<file path="src/rtl/stack_shift_ctrl.sv">
// stack_shift_ctrl: bit-serial LIFO command sequencer driving a WIDTH*DEPTH shiftreg
// Optional STACK_SHIFT_CTRL_STICKY_ERR_EN: err holds from a rejected command until a CLEAR completes or rst.
module stack_shift_ctrl #(
  parameter int WIDTH = 4,
  parameter int DEPTH = 4
) (
  input  logic                       clk,
  input  logic                       rst,
  input  logic                       cmd_valid,
  output logic                       cmd_ready,
  input  logic [1:0]                 cmd_op,
  input  logic [WIDTH-1:0]           cmd_data,
  input  logic [WIDTH-1:0]           sr_top,
  output logic                       sr_d,
  output logic                       sr_en,
  output logic                       sr_dir,
  output logic                       sr_rst,
  output logic [$clog2(DEPTH+1)-1:0] depth,
  output logic                       empty,
  output logic                       full,
  output logic                       done,
  output logic                       err
);
  localparam int CW = WIDTH > 1 ? $clog2(WIDTH) : 1;
  localparam int DW = $clog2(DEPTH+1);
  localparam logic [1:0] OP_PUSH = 2'd0, OP_POP = 2'd1, OP_DUP = 2'd2, OP_CLR = 2'd3;
  typedef enum logic [1:0] {IDLE, SHIFT, DONE} state_t;
  state_t state, state_n;
  logic [1:0] op, op_n;
  logic [WIDTH-1:0] word, word_n;
  logic [CW-1:0] cnt, cnt_n;
  logic [DW-1:0] depth_n;
  logic rej, rej_n, accept, illegal;
  assign accept  = cmd_valid & (state == IDLE);
  assign full    = depth == DW'(DEPTH);
  assign empty   = depth == '0;
  assign illegal = ((cmd_op == OP_PUSH || cmd_op == OP_DUP) && full) ||
                   ((cmd_op == OP_POP || cmd_op == OP_DUP) && empty);
  always_ff @(posedge clk) begin
    if (rst) begin
      state <= IDLE;
      op    <= OP_PUSH;
      word  <= '0;
      cnt   <= '0;
      depth <= '0;
      rej   <= 1'b0;
    end else begin
      state <= state_n;
      op    <= op_n;
      word  <= word_n;
      cnt   <= cnt_n;
      depth <= depth_n;
      rej   <= rej_n;
    end
  end
  always_comb begin
    state_n = state;
    op_n    = op;
    word_n  = word;
    cnt_n   = cnt;
    depth_n = depth;
    rej_n   = rej;
    unique case (state)
      IDLE: if (accept) begin
        op_n    = cmd_op;
        word_n  = cmd_op == OP_DUP ? sr_top : cmd_data;
        rej_n   = illegal;
        cnt_n   = '0;
        state_n = (cmd_op == OP_CLR || illegal) ? DONE : SHIFT;
        depth_n = cmd_op == OP_CLR ? '0 : depth;
      end
      SHIFT: begin
        // word shifts left so its MSB is always the next serial bit
        word_n = word << 1;
        cnt_n  = cnt + CW'(1);
        if (cnt == CW'(WIDTH-1)) begin
          cnt_n   = '0;
          state_n = DONE;
          depth_n = op == OP_POP ? depth - DW'(1) : depth + DW'(1);
        end
      end
      DONE: begin
        state_n = IDLE;
        rej_n   = 1'b0;
      end
      default: state_n = IDLE;
    endcase
  end
  assign cmd_ready = state == IDLE;
  assign sr_en     = state == SHIFT;
  assign sr_dir    = sr_en & (op == OP_POP);
  assign sr_d      = sr_en & (op != OP_POP) & word[WIDTH-1];
  assign done      = state == DONE;
  assign sr_rst    = rst | (done & (op == OP_CLR));
`ifdef STACK_SHIFT_CTRL_STICKY_ERR_EN
  logic err_q;
  always_ff @(posedge clk)
    err_q <= rst ? 1'b0 : (accept & illegal) ? 1'b1 : (done & (op == OP_CLR)) ? 1'b0 : err_q;
  assign err = err_q;
`else
  assign err = done & rej;
`endif
endmodule

</file>
<file path="config.mk">
export PLATFORM = sky130hd
export DESIGN_NAME = stack_shift_ctrl
export DESIGN_NICKNAME = d
export VERILOG_FILES = /design/src/rtl/stack_shift_ctrl.sv
export SDC_FILE = /design/constraint.sdc
export NUM_CORES = 1
export LEC_CHECK = 0
export CORE_MARGIN = 4
export CORE_UTILIZATION = 40
export CTS_CLUSTER_SIZE = 12
export DETAILED_ROUTE_END_ITERATION = 10
export PLACE_DENSITY_LB_ADDON = 0.05
export SLEW_MARGIN = 30
export SYNTH_ARGS = -nofsm -noshare
export SYNTH_HDL_FRONTEND = slang
export SYNTH_SLANG_ARGS = --single-unit
export TNS_END_PERCENT = 1
</file>
<file path="constraint.sdc">
create_clock -name clk -period 2.85 [get_ports clk]
set_clock_uncertainty 0.15 [all_clocks]
set_input_delay 0.4275 -clock clk [delete_from_list [all_inputs] [get_ports clk]]
set_output_delay 0.4275 -clock clk [all_outputs]
set_load 0.05 [all_outputs]
</file>
==> flow_metrics.tcl <==
set metrics [dict create \
    track_usage_pct 15.5 \
    detail-route-antenna-nets 0 \
    cts_buffers 3 \
    yosys-top-cells-count "14 x dfxtp_1, 14 x nor2_1, 8 x nand2_1" \
    total_power_mw 0.435 \
    r2r_cells 6 \
    relSlewSlack_pct 66.1 \
    power_frac_clock_pct 24.7 \
    synth.distinct_cells 35 \
    required_ns 2.27 \
    grt_pass1_vias 742 \
    sw_frac_of_total_pct 30.0 \
    synth.area.top_cells "dfxtp_1 36%, nor2_1 6.8%, ha_1 6.4%, mux2i_1 5.2%, a21oi_1 3.9%" \
    layout-drive-gt1-share_pct 6.90 \
    wl_met1_um 730 \
    rr_startpoint "op[1]" \
    met2_length_um 939 \
    die_y_um 52.1 \
    p_int_mw 0.304 \
    clk_path_buf_depth 2 \
    layout_setup_ws_ns 0.145 \
    dp_hpwl_um 1390 \
    gp_congestion 0.781 \
    min_path_cells 2 \
    rsz0062_at_grt "false" \
    cts_hold_buf 0 \
    yosys_warnings 0 \
    synth_edf_count 0 \
    h-tree-depth 1 \
    post_cts_buffers 0 \
    period_minus_slack_ns 2.71 \
    r2r_slack_ns 1.14 \
    hold-path-endpoint "cnt[1]" \
    die_w_um 52.1 \
    share_seq_of_total_power_pct 49.8 \
    num_rows 15 \
    status "finished, final reports clean" \
    critPathMaxFanout 9 \
    synth_flop_cell "dfxtp_1" \
    synth_nets 110 \
    antenna_cells 0 \
    clockRootBuffer "clkbuf_4" \
    clk_pin_slew_worst_paths_ns 0.08 \
    arrival_ns 2.13 \
    timing.critical_path.from "state[0]" \
    critPathKind "register to primary output" \
    viasPerCell 5.28 \
    drt_iter0_drc 8 \
    post-place-ws_ns 0.433 \
    leakage_nw 0.419 \
    placed_cell_area_um2 1030 \
    crit_path_end_kind "primary output" \
    drt_pre_antenna_iters 4 \
    hp-class "register to register" \
    grt_pass1_wl_um 3070 \
    grt_start_max_net_pins 10 \
    vias 744 \
    routedWlPerCell_um 12.6 \
    synth.avg_cell_area_um2 8.45 \
    synth_top_area_share_pct 36.1 \
    finalNetCount 136 \
    yosys.area.top_type "dfxtp_1" \
    io_buffers 24 \
    syn-cell-area_um2 777 \
    holdWs_ns 0.327 \
    setup_viol 0 \
    min_period_over_period_pct 94.9 \
    p_comb_share_pct 25.5 \
    postRouteWirelength_um 1780 \
    crit_path_start_kind "register" \
    cts_resized 0 \
    core_um2 1780 \
    cts_tree "done" \
    setup-tns-final_ns 0 \
    grt_overflow 0 \
    ys_ff_latch 14 \
    drc 0 \
    start_util_pct 43.6 \
    num_io_pins 25 \
    slew_violations 0 \
    reg2reg_to "depth[2]" \
    fmax_ghz 0.370 \
    top_layer "met4" \
    fp.dieArea_um2 2710 \
    met3_length_um 105 \
    fin_area_um2 1050 \
    worst_pin_slew_ns 0.507 \
    async_flop_share_pct 0 \
    finalHoldViolations 0 \
    powerDensity_nw_per_um2 414 \
    min_from "cnt[1]" \
    switching_power_mw 0.131 \
    seq_area_frac_synth_pct 36.1 \
    syn_inst 92 \
    cts_sinks 14 \
    peakVddDrop_v 0.000329 \
    area_delta_synth_final_pct 35.3 \
    antenna_found_initial 0 \
    clock_latency_ns 0.27 \
    maxCapViolations 0 \
]
-- how the worst max path moves through the flow --
stage / to / slack [ns] / depth (start not counted)
final: sr_d / 0.14 / 4
after global routing: sr_d / 0.003 / 4
after global placement: sr_d / 0.44 / 4
after CTS: sr_d / 0.11 / 4
after floorplan: full / 0.39 / 2
after detailed placement: sr_d / 0.43 / 4
-- power by group through the flow --
stage | combinational [mW] | sequential, mW | clock (mW)
global route | 0.123 | 0.219 | 0.121
global placement | 0.110 | 0.221 | 0
detailed placement | 0.111 | 0.222 | 0
finish | 0.111 | 0.217 | 0.108
CTS | 0.112 | 0.217 | 0.113
floorplan | 0.0756 | 0.218 | 0
-- worst max-delay path: stages (launching register included) --
cell	delay, ns
dfxtp_1	0.48
nand2b_1	0.22
inv_2	0.18
and3_1	0.17
clkdlybuf4s50_1	0.80
-- cell type report --
class | instances | area [µm²]
Sequential cell | 14 | 280
Clock buffer | 3 | 22.5
Fill cell | 171 | 732
Multi-Input combinational cell | 68 | 449
Tap cell | 25 | 31.3
Inverter | 6 | 22.5
Timing Repair Buffer | 25 | 245
-- registers in the layout, summed over array words and instances, names as in the netlist --
signal and flops:
cnt 2, word 4, rej 1, depth 3, op 2, state 2
-- per-layer routing --
metal	track usage [%]	vias up
li1	-	374
met1	16.6	346
met2	28.7	22
met3	5.16	2
met4	3.93	0
met5	0	-
-- metrics by stage --
stage,cells,utilization [%]
floorplan,92,-
global placement,138,57.7
detailed placement,138,57.7
CTS,141,58.9
global route,141,58.9
finish,141,58.9
-- cell families after synthesis --
| group | synth area share [%] |
|---|---|
| AO/OA/AOI/OAI | 16.9 |
| buffers and inverters | 6.12 |
| adder cells (fa/ha/maj) | 9.02 |
| flip-flops | 36.1 |
| AND/OR/NAND/NOR | 25.6 |
| multiplexers | 5.15 |
| XOR/XNOR | 1.13 |
-- placed cells by master (no fill, tap or decap) --
master / Yosys / final
nor3b_1: 2 / 2
a221oi_1: 3 / 3
a311oi_1: 1 / 1
a22o_1: 1 / 1
inv_1: 5 / 5
or3_1: 1 / 1
nor4_1: 1 / 1
nand2_1: 8 / 8
a31o_2: 1 / 1
clkbuf_4: 0 / 3
fa_1: 1 / 1
xnor2_1: 1 / 1
dfxtp_1: 14 / 14
o21ai_0: 3 / 3
nor3b_2: 1 / 1
o211ai_1: 1 / 1
and2_1: 1 / 1
nor2_1: 14 / 14
or3b_1: 1 / 1
a2111oi_0: 1 / 1
ha_1: 4 / 4
nand3_1: 1 / 1
inv_2: 1 / 1
nand3b_1: 1 / 1
clkdlybuf4s50_1: 0 / 23
mux2i_1: 4 / 4
a21oi_1: 6 / 6
nor2b_1: 1 / 1
o32a_1: 1 / 1
buf_4: 0 / 2
and3b_1: 1 / 1
nor3_1: 3 / 3
and3_1: 1 / 1
nand2b_1: 2 / 2
a211oi_1: 1 / 1
(Power assumes the default switching activity.)
